--- src/rtl/instr_fetch_pkg.sv ---
// Shared widths, PC step and buffer-entry type for the instruction fetch unit.
package instr_fetch_pkg;

    localparam int INSTR_W = 32;
    localparam int ADDR_W  = 64;
    localparam logic [ADDR_W-1:0] PC_STEP = 64'd4;

    typedef struct packed {
        logic [INSTR_W-1:0] instr;
        logic [ADDR_W-1:0]  pc;
    } fetch_entry_t;

    function automatic logic [ADDR_W-1:0] pc_next(input logic [ADDR_W-1:0] pc);
        return pc + PC_STEP;
    endfunction

endpackage

--- src/rtl/fetch_fifo.sv ---
// Synchronous instruction buffer: push/pop/flush with occupancy count, empty and full flags.
module fetch_fifo
    import instr_fetch_pkg::*;
#(
    parameter int DEPTH = 2
) (
    input  logic                   clk,
    input  logic                   rst,
    input  logic                   i_push,
    input  logic                   i_pop,
    input  logic                   i_flush,
    input  fetch_entry_t           i_data,
    output fetch_entry_t           o_data,
    output logic [$clog2(DEPTH):0] o_count,
    output logic                   o_empty,
    output logic                   o_full
);
    localparam int PTR_W = $clog2(DEPTH);
    localparam int CNT_W = PTR_W + 1;

    logic [PTR_W-1:0] r_wr_ptr;
    logic [PTR_W-1:0] r_rd_ptr;
    logic [CNT_W-1:0] r_count;
    fetch_entry_t     r_mem [DEPTH];
    logic             w_do_push;
    logic             w_do_pop;

    assign o_empty   = (r_count == '0);
    assign o_full    = (r_count == CNT_W'(DEPTH));
    assign o_count   = r_count;
    assign o_data    = r_mem[r_rd_ptr];
    assign w_do_push = i_push && !o_full && !i_flush;
    assign w_do_pop  = i_pop && !o_empty && !i_flush;

    // DEPTH is a power of two, so the pointers wrap on natural overflow.
    always_ff @(posedge clk) begin
        if (rst || i_flush) begin
            r_wr_ptr <= '0;
            r_rd_ptr <= '0;
            r_count  <= '0;
        end else begin
            if (w_do_push) r_wr_ptr <= r_wr_ptr + 1'b1;
            if (w_do_pop)  r_rd_ptr <= r_rd_ptr + 1'b1;
            case ({w_do_push, w_do_pop})
                2'b10:   r_count <= r_count + 1'b1;
                2'b01:   r_count <= r_count - 1'b1;
                default: r_count <= r_count;
            endcase
        end
    end

    always_ff @(posedge clk) begin
        if (w_do_push) r_mem[r_wr_ptr] <= i_data;
    end

endmodule

--- src/rtl/instr_fetch.sv ---
// Instruction fetch: single-outstanding memory requests feeding a decode buffer, with jump redirect.
// Optional FETCH_STALL_CNT_EN adds STALL_CNT, a saturating count of decode-starved cycles.
module instr_fetch
    import instr_fetch_pkg::*;
#(
    parameter logic [63:0] RESET_PC  = 64'h0,
    parameter int          BUF_DEPTH = 2
) (
    input  logic        CLOCK,
    input  logic        RESET,
    output logic        IMEM_REQ,
    output logic [63:0] IMEM_ADDR,
    input  logic        IMEM_ACK,
    input  logic [31:0] IMEM_RDATA,
    output logic        INSTR_VALID,
    output logic [31:0] INSTRUCTION,
    output logic [63:0] INSTR_PC,
    output logic [63:0] nextnextPC,
    input  logic        DECODE_READY,
    input  logic        JUMP,
    input  logic [63:0] JUMP_TARGET
`ifdef FETCH_STALL_CNT_EN
    ,
    output logic [31:0] STALL_CNT
`endif
);
    localparam int CNT_W = $clog2(BUF_DEPTH) + 1;

    logic [ADDR_W-1:0] r_fpc;
    logic [ADDR_W-1:0] r_req_addr;
    logic              r_outstanding;
    logic              r_drop;
    logic              w_ack;
    logic              w_push;
    logic              w_pop;
    logic              w_empty;
    logic              w_full;
    logic [CNT_W-1:0]  w_count;
    fetch_entry_t      w_entry;
    fetch_entry_t      w_head;

    // A raised request is held (with its original address) until acked, even if FPC is redirected.
    assign IMEM_REQ  = !RESET && (r_outstanding || (w_count < CNT_W'(BUF_DEPTH)));
    assign IMEM_ADDR = r_outstanding ? r_req_addr : r_fpc;
    assign w_ack     = IMEM_REQ && IMEM_ACK;
    assign w_push    = w_ack && !r_drop && !JUMP && !w_full;
    assign w_pop     = INSTR_VALID && DECODE_READY && !JUMP;
    assign w_entry   = '{instr: IMEM_RDATA, pc: IMEM_ADDR};

    assign INSTR_VALID = !RESET && !w_empty;
    assign INSTRUCTION = INSTR_VALID ? w_head.instr : '0;
    assign INSTR_PC    = INSTR_VALID ? w_head.pc : '0;
    assign nextnextPC  = INSTR_VALID ? pc_next(w_head.pc) : '0;

    always_ff @(posedge CLOCK) begin
        if (RESET) begin
            r_fpc         <= RESET_PC;
            r_req_addr    <= RESET_PC;
            r_outstanding <= 1'b0;
            r_drop        <= 1'b0;
        end else begin
            r_outstanding <= IMEM_REQ && !IMEM_ACK;
            r_req_addr    <= IMEM_ADDR;
            if (JUMP) begin
                r_fpc <= JUMP_TARGET & ~64'h3;
            end else if (w_push) begin
                r_fpc <= pc_next(r_fpc);
            end
            // The in-flight response belongs to the old stream only if the jump leaves it unacked.
            if (JUMP) begin
                r_drop <= IMEM_REQ && !IMEM_ACK;
            end else if (w_ack) begin
                r_drop <= 1'b0;
            end
        end
    end

    fetch_fifo #(
        .DEPTH(BUF_DEPTH)
    ) u_buf (
        .clk    (CLOCK),
        .rst    (RESET),
        .i_push (w_push),
        .i_pop  (w_pop),
        .i_flush(JUMP),
        .i_data (w_entry),
        .o_data (w_head),
        .o_count(w_count),
        .o_empty(w_empty),
        .o_full (w_full)
    );

`ifdef FETCH_STALL_CNT_EN
    logic [31:0] r_stall_cnt;

    always_ff @(posedge CLOCK) begin
        if (RESET) begin
            r_stall_cnt <= '0;
        end else if (DECODE_READY && !INSTR_VALID && (r_stall_cnt != '1)) begin
            r_stall_cnt <= r_stall_cnt + 1'b1;
        end
    end

    assign STALL_CNT = r_stall_cnt;
`endif

endmodule

--- config.mk ---
export PLATFORM = sky130hd
export DESIGN_NAME = instr_fetch
export DESIGN_NICKNAME = d
export VERILOG_FILES = /design/src/rtl/instr_fetch_pkg.sv /design/src/rtl/fetch_fifo.sv /design/src/rtl/instr_fetch.sv
export SDC_FILE = /design/constraint.sdc
export NUM_CORES = 1
export LEC_CHECK = 0
export CORE_MARGIN = 4
export CORE_UTILIZATION = 25
export CTS_CLUSTER_SIZE = 10
export DETAILED_ROUTE_END_ITERATION = 6
export DONT_BUFFER_PORTS = 1
export HOLD_SLACK_MARGIN = 0.02
export PLACE_DENSITY_LB_ADDON = 0.1
export SLEW_MARGIN = 25
export SYNTH_ARGS = -nofsm -noshare
export SYNTH_HDL_FRONTEND = slang
export SYNTH_SLANG_ARGS = --single-unit
export TNS_END_PERCENT = 1
--- constraint.sdc ---
create_clock -name CLOCK -period 8.25 [get_ports CLOCK]
set_clock_uncertainty 0.2 [all_clocks]
set_input_delay 0.825 -clock CLOCK [delete_from_list [all_inputs] [get_ports CLOCK]]
set_output_delay 0.825 -clock CLOCK [all_outputs]
set_load 0.1 [all_outputs]
# [After elaboration in Yosys (flattened, before gate mapping)]
# Memories as Yosys holds them, arrays and structs flattened. A register that Yosys moved wholly into a read port is not among the register bits.
# Index checks and enable logic that the tools add are counted.
[word_totals] ramBits=192 inputBits=101 regBits=134 wordCells=58 n_memories=1 out_inout_bits=226
[op_classes] magnitude_cmp=1 mux=13 addsub=6 n_eq_ne=3 reduce_logical=26
[mem_list] name="u_buf.r_mem" words=2 width=96 read_ports=1 rd_ports_with_merged_regs=1 wr=1 line="fetch_fifo.sv:24" source="fetch_entry_t r_mem [DEPTH];"
[ops] op="2-to-1 mux 64 bit" count=5
[ops] op="adder 64 x 3 -> 64 bit, second input constant" count=2
[ops] op="2-to-1 mux 32 bit" count=1
[ops] op="logical AND 1 bit" count=13
[ops] op="logical NOT 1 bit" count=6
[ops] op="2-to-1 mux 1 bit" count=6
[ops] op="nonzero test 2 bit" count=3
[ops] op="== test 2 bit, second input constant" count=2
[ops] op="case mux 2 bit (2 select lines)" count=1
[ops] op="adder 1 bit, second input constant" count=2
[ops] op="adder 2 x 1 -> 2 bit, second input constant" count=1
[ops] op="== test 2 x 1 -> 1 bit, second input constant" count=1
[ops] op="logical NOT 2 bit" count=1
[ops] op="logical OR 1 bit" count=2
[ops] op="less-than comparator 2 bit, second input constant" count=1
[ops] op="OR reduction 2 bit" count=1
[ops] op="subtractor 2 x 1 -> 2 bit, second input constant" count=1

# [Longest topological paths before layout]
[logic_depth] ltp_word=11 mapped_depth=15 mapped_depth_nobuf=8

# [Cells and area by module]
# From an unflattened synthesis, not the netlist that was laid out.
[hier_totals] cells_unflattened=1400 area_unflattened_um2=15548.7
[by_module_without_submodules] mod="instr_fetch" seq_area_each_um2=2562.5 area_each_um2=8384.3 cells_per_inst=1073 instances=1
[by_module_without_submodules] mod="fetch_fifo" seq_area_each_um2=5865.6 area_each_um2=7164.4 cells_per_inst=327 instances=1

# [Worst setup path after synthesis]
# OpenSTA, ideal clock, no wires.
[synth_path] kind="input to register" from="input port JUMP" to="memory u_buf.r_mem[0][0] (netlist bit) (enable)" cell_stages=7 setup_slack_ps=1635 setup_time_ps=552 required_time_ps=7498 t_arrival_ps=5863 path_buffers=2 path_cell_list="clkbuf_1 > clkinv_1 > nand2_1 > nor2_1 > clkinv_1 > buf_1 > nor2_1"
[synth_between] elab_chain_cells=7
[synth_lines] element="from (decl)" line="instr_fetch.sv:20" source="input logic JUMP,"
[synth_lines] element="logical NOT 1 bit *" line="fetch_fifo.sv:32, instr_fetch.sv:46"
[synth_lines] element="logical AND 1 bit (2 in a row)" line="instr_fetch.sv:46" source="assign w_push = w_ack && !r_drop && !JUMP && !w_full;"
[synth_lines] element="logical AND 1 bit" line="fetch_fifo.sv:32" source="assign w_do_push = i_push && !o_full && !i_flush;"
[synth_lines] element="logical AND 1 bit *" line="fetch_fifo.sv:32"
[synth_lines] element="2-to-1 mux 1 bit *" line="fetch_fifo.sv:53" source="if (w_do_push) r_mem[r_wr_ptr] <= i_data;"
[synth_lines] element="2-to-1 mux 1 bit (not written as such) *" line="fetch_fifo.sv:53"
[synth_lines] element="to (decl)" line="fetch_fifo.sv:24"
# Mark *: on every way between the ends. The rest lies on a longest branch, timed or not.

==> impl_metrics.yaml <==
status:
  status: "complete, no violations"
clock_tree:
  cts_buffers: 42
  htree_levels: 2
  cts_resized: 0
  cts_sinks: 325
  cts_tree: "yes"
  cts_buffer_depth: 3
  cts-root-buf: "clkbuf_16"
  clk_pin_slew_ns: 0.05
  clock_latency_ns: 0.56
  post_cts_buffers: 0
  ctsHoldBuffers: 0
synth:
  avgSynthCellArea_sq_um: 10.7
  synthesis.instances: 1490
  synthXorXnorAreaFrac_pct: 4.78
  yosys-top-cells-area: "edfxtp_1 36%, dfxtp_1 17%, mux2i_1 6.0%, mux2_2 5.1%, nor2_1 4.6%"
  syn_nets: 1594
  synth_enable_flop_cells: 192
  synth_compound_area_share_pct: 6.81
  synth_top_family_by_area: "simple AND/OR/NAND/NOR gates"
  synthAdderAreaFrac_pct: 0.236
  synthMuxAreaShare_pct: 11.1
  yosys.area_share.simple_pct: 21.3
  ys.flop_type: "edfxtp_1"
  async_reset_ff_share_pct: 0
  syn-cell-area_sq_um: 15900
  seq_area_frac_synth_pct: 52.9
  ys_types: 75
  yosys_warnings: 0
  synth_top_area_share_pct: 36.2
  synth-seq-cells: 325
  synth_area_leader_cell: "edfxtp_1"
critical_path:
  cp-start-kind: "flip-flop"
  crit_type: "reg -> out"
  worstSetupEndpoint: "nextnextPC[40]"
  reg2reg_depth: 6
  rrSetupSlack_ns: 3.96
  cp.required_ns: 7.22
  r2r_end: "u_buf.r_mem[0][88]"
  crit_fanout: 58
  r2r_start: "r_outstanding"
  crit_path_end_kind: "output pin"
  cp.arrival_ns: 4.97
placed_design:
  dpl.hpwl_um: 41300
  placed_cell_area_sq_um: 17700
  place_congestion: 0.823
  dpl_worst_slack_ns: 2.84
  numPortBuffers: 0
floorplan:
  io_pins: 327
  core_sq_um: 63100
  die-width_um: 260
  rows: 92
  dieHeight_um: 260
  dieArea_sq_um: 67800
  initial_core_util_pct: 25.3
flow_run:
  maxCapViolations: 0
final_layout:
  area_growth_pct: 19.1
  drive_above_1_share_pct: 22.8
  fillers: 6564
  final_net_count: 1587
  final_area_sq_um: 19000
  layout_commonest_cell: "edfxtp_1"
  final_cell_mix: "192 x edfxtp_1, 131 x dfxtp_1, 96 x nand2_1"
global_routing:
  track_usage_pct: 15.7
  grt_pass1_wl_um: 79700
  gr-total-overflow: 0
  grt_pass1_vias: 11400
  grt_max_degree: 79
  antenna_found_initial: 5
timing:
  maxSlewViolCount: 0
  hold_violations: 0
  max_freq_mhz: 167
  relSlewSlack_pct: 25.8
  setup_viol: 0
  period_share_pct: 72.7
  worst_slack_ns: 2.25
  finalSetupTns_ns: 0
  worst_pin_slew_ns: 1.11
  fin_crit_ns: 6.00
  rsz0062_at_grt: "no"
min_path:
  hold_path.class: "in -> reg"
  hold_depth: 1
routing:
  ant_nets: 0
  detail_route.wl_per_cell_um: 23.5
  vias: 11300
  firstDrtPassIters: 6
  drt-initial-drc-count: 722
  totalWireLength_um: 55400
  vias_per_cell: 4.80
  remaining_drc_errors: 0
power:
  cellPowerDensity_nw_per_um2: 208
  leakagePower_nw: 5.85
  vdd.ir_drop.worst_mv: 0.140
  fin_total_pwr_mw: 3.95
[stage by stage]
stage | std cells | utilization, % | hold WS (ns)
4_1_cts | 2360 | 30.0 | 0.0786
6_report | 2363 | 30.1 | 0.124
3_3_place_gp | 2281 | 27.6 | 0.292
3_5_place_dp | 2284 | 28.0 | 0.332
5_1_grt | 2361 | 30.1 | 0.0948
2_1_floorplan | 1490 | - | 0.262
[state kept, by name, indices dropped and copies added (netlist names), named ones only]
signal          count
u_buf.r_mem       192
r_req_addr         64
r_fpc              62
u_buf.o_count       2
r_drop              1
r_outstanding       1
u_buf.r_rd_ptr      1
u_buf.r_wr_ptr      1
[worst max-delay path: stages (launching register included)]
cell      delay (ns)
dfxtp_4         0.59
buf_4           0.70
nand3_1         0.37
a222oi_1        0.62
nand2_1         0.49
nor3_2          0.67
nand4_1         0.16
nand2_1         0.75
[synth_stat cells, drive strengths merged (5+ instances only)]
cell and count:
or2 6, mux2i 95, nand4 39, edfxtp 192, nor3 43, inv 13
or4 6, nor2 196, o31ai 5, mux2 73, a31oi 5, and2 91
xor2 33, o21ai 30, nand3b 19, o22ai 15, nand2 98, nor2b 5
nand4b 6, a211oi 20, a22oi 8, nor4 31, and3 17, buf 30
dfxtp 133, or3 8, xnor2 54, a311oi 5, a21oi 40, clkbuf 58
nand3 67
[layout make-up]
class                   count  area (sq um)  share of cell area (%)
diodes                      2          5.00                  0.0264
clock buffers              62          1150                    6.05
clock inverters            14          90.1                   0.475
inverters                  15          56.3                   0.297
multi-input cells        1062          7750                    40.8
flip-flops and latches    325          8440                    44.5
well taps                 846          1060                    5.58
repair buffers             37           435                    2.29
[metal layers]
| layer | global-route usage [%] | part of all wire [%] | wire, um |
|---|---|---|---|
| met3 | 4.46 | 6.8 | 3750 |
| met2 | 24.8 | 45 | 24900 |
| met4 | 4.76 | 2.9 | 1630 |
| met5 | 0 | 0.061 | 34 |
| met1 | 21.0 | 45 | 25200 |
[kinds of logic (layout without fill, tap and decap cells)]
logic type / Yosys count / after routing
AND/OR/NAND/NOR: 647 / 647
flip-flops: 325 / 325
multiplexers: 168 / 168
AO/OA/AOI/OAI: 157 / 157
buffers and inverters: 103 / 128
XOR/XNOR: 87 / 87
adder cells (fa/ha/maj): 3 / 3
other: 0 / 2
[worst min path at each step]
stage / startpoint / to / slack, ns
floorplan: r_fpc[63] / r_fpc[63] / 0.26
global placement: u_buf.r_rd_ptr / u_buf.r_rd_ptr / 0.29
detailed placement: r_fpc[63] / r_fpc[63] / 0.33
CTS: IMEM_ACK / r_outstanding / 0.08
global route: IMEM_ACK / r_outstanding / 0.09
finish: IMEM_ACK / r_outstanding / 0.12
[report_power, final]
group / leakage, nW / internal [mW] / switching, mW
sequential: 2.85 / 1.78 / 0.0442
combinational: 2.41 / 0.0847 / 0.368
clock: 0.593 / 0.989 / 0.688
Power figures use the tool's default switching activity.
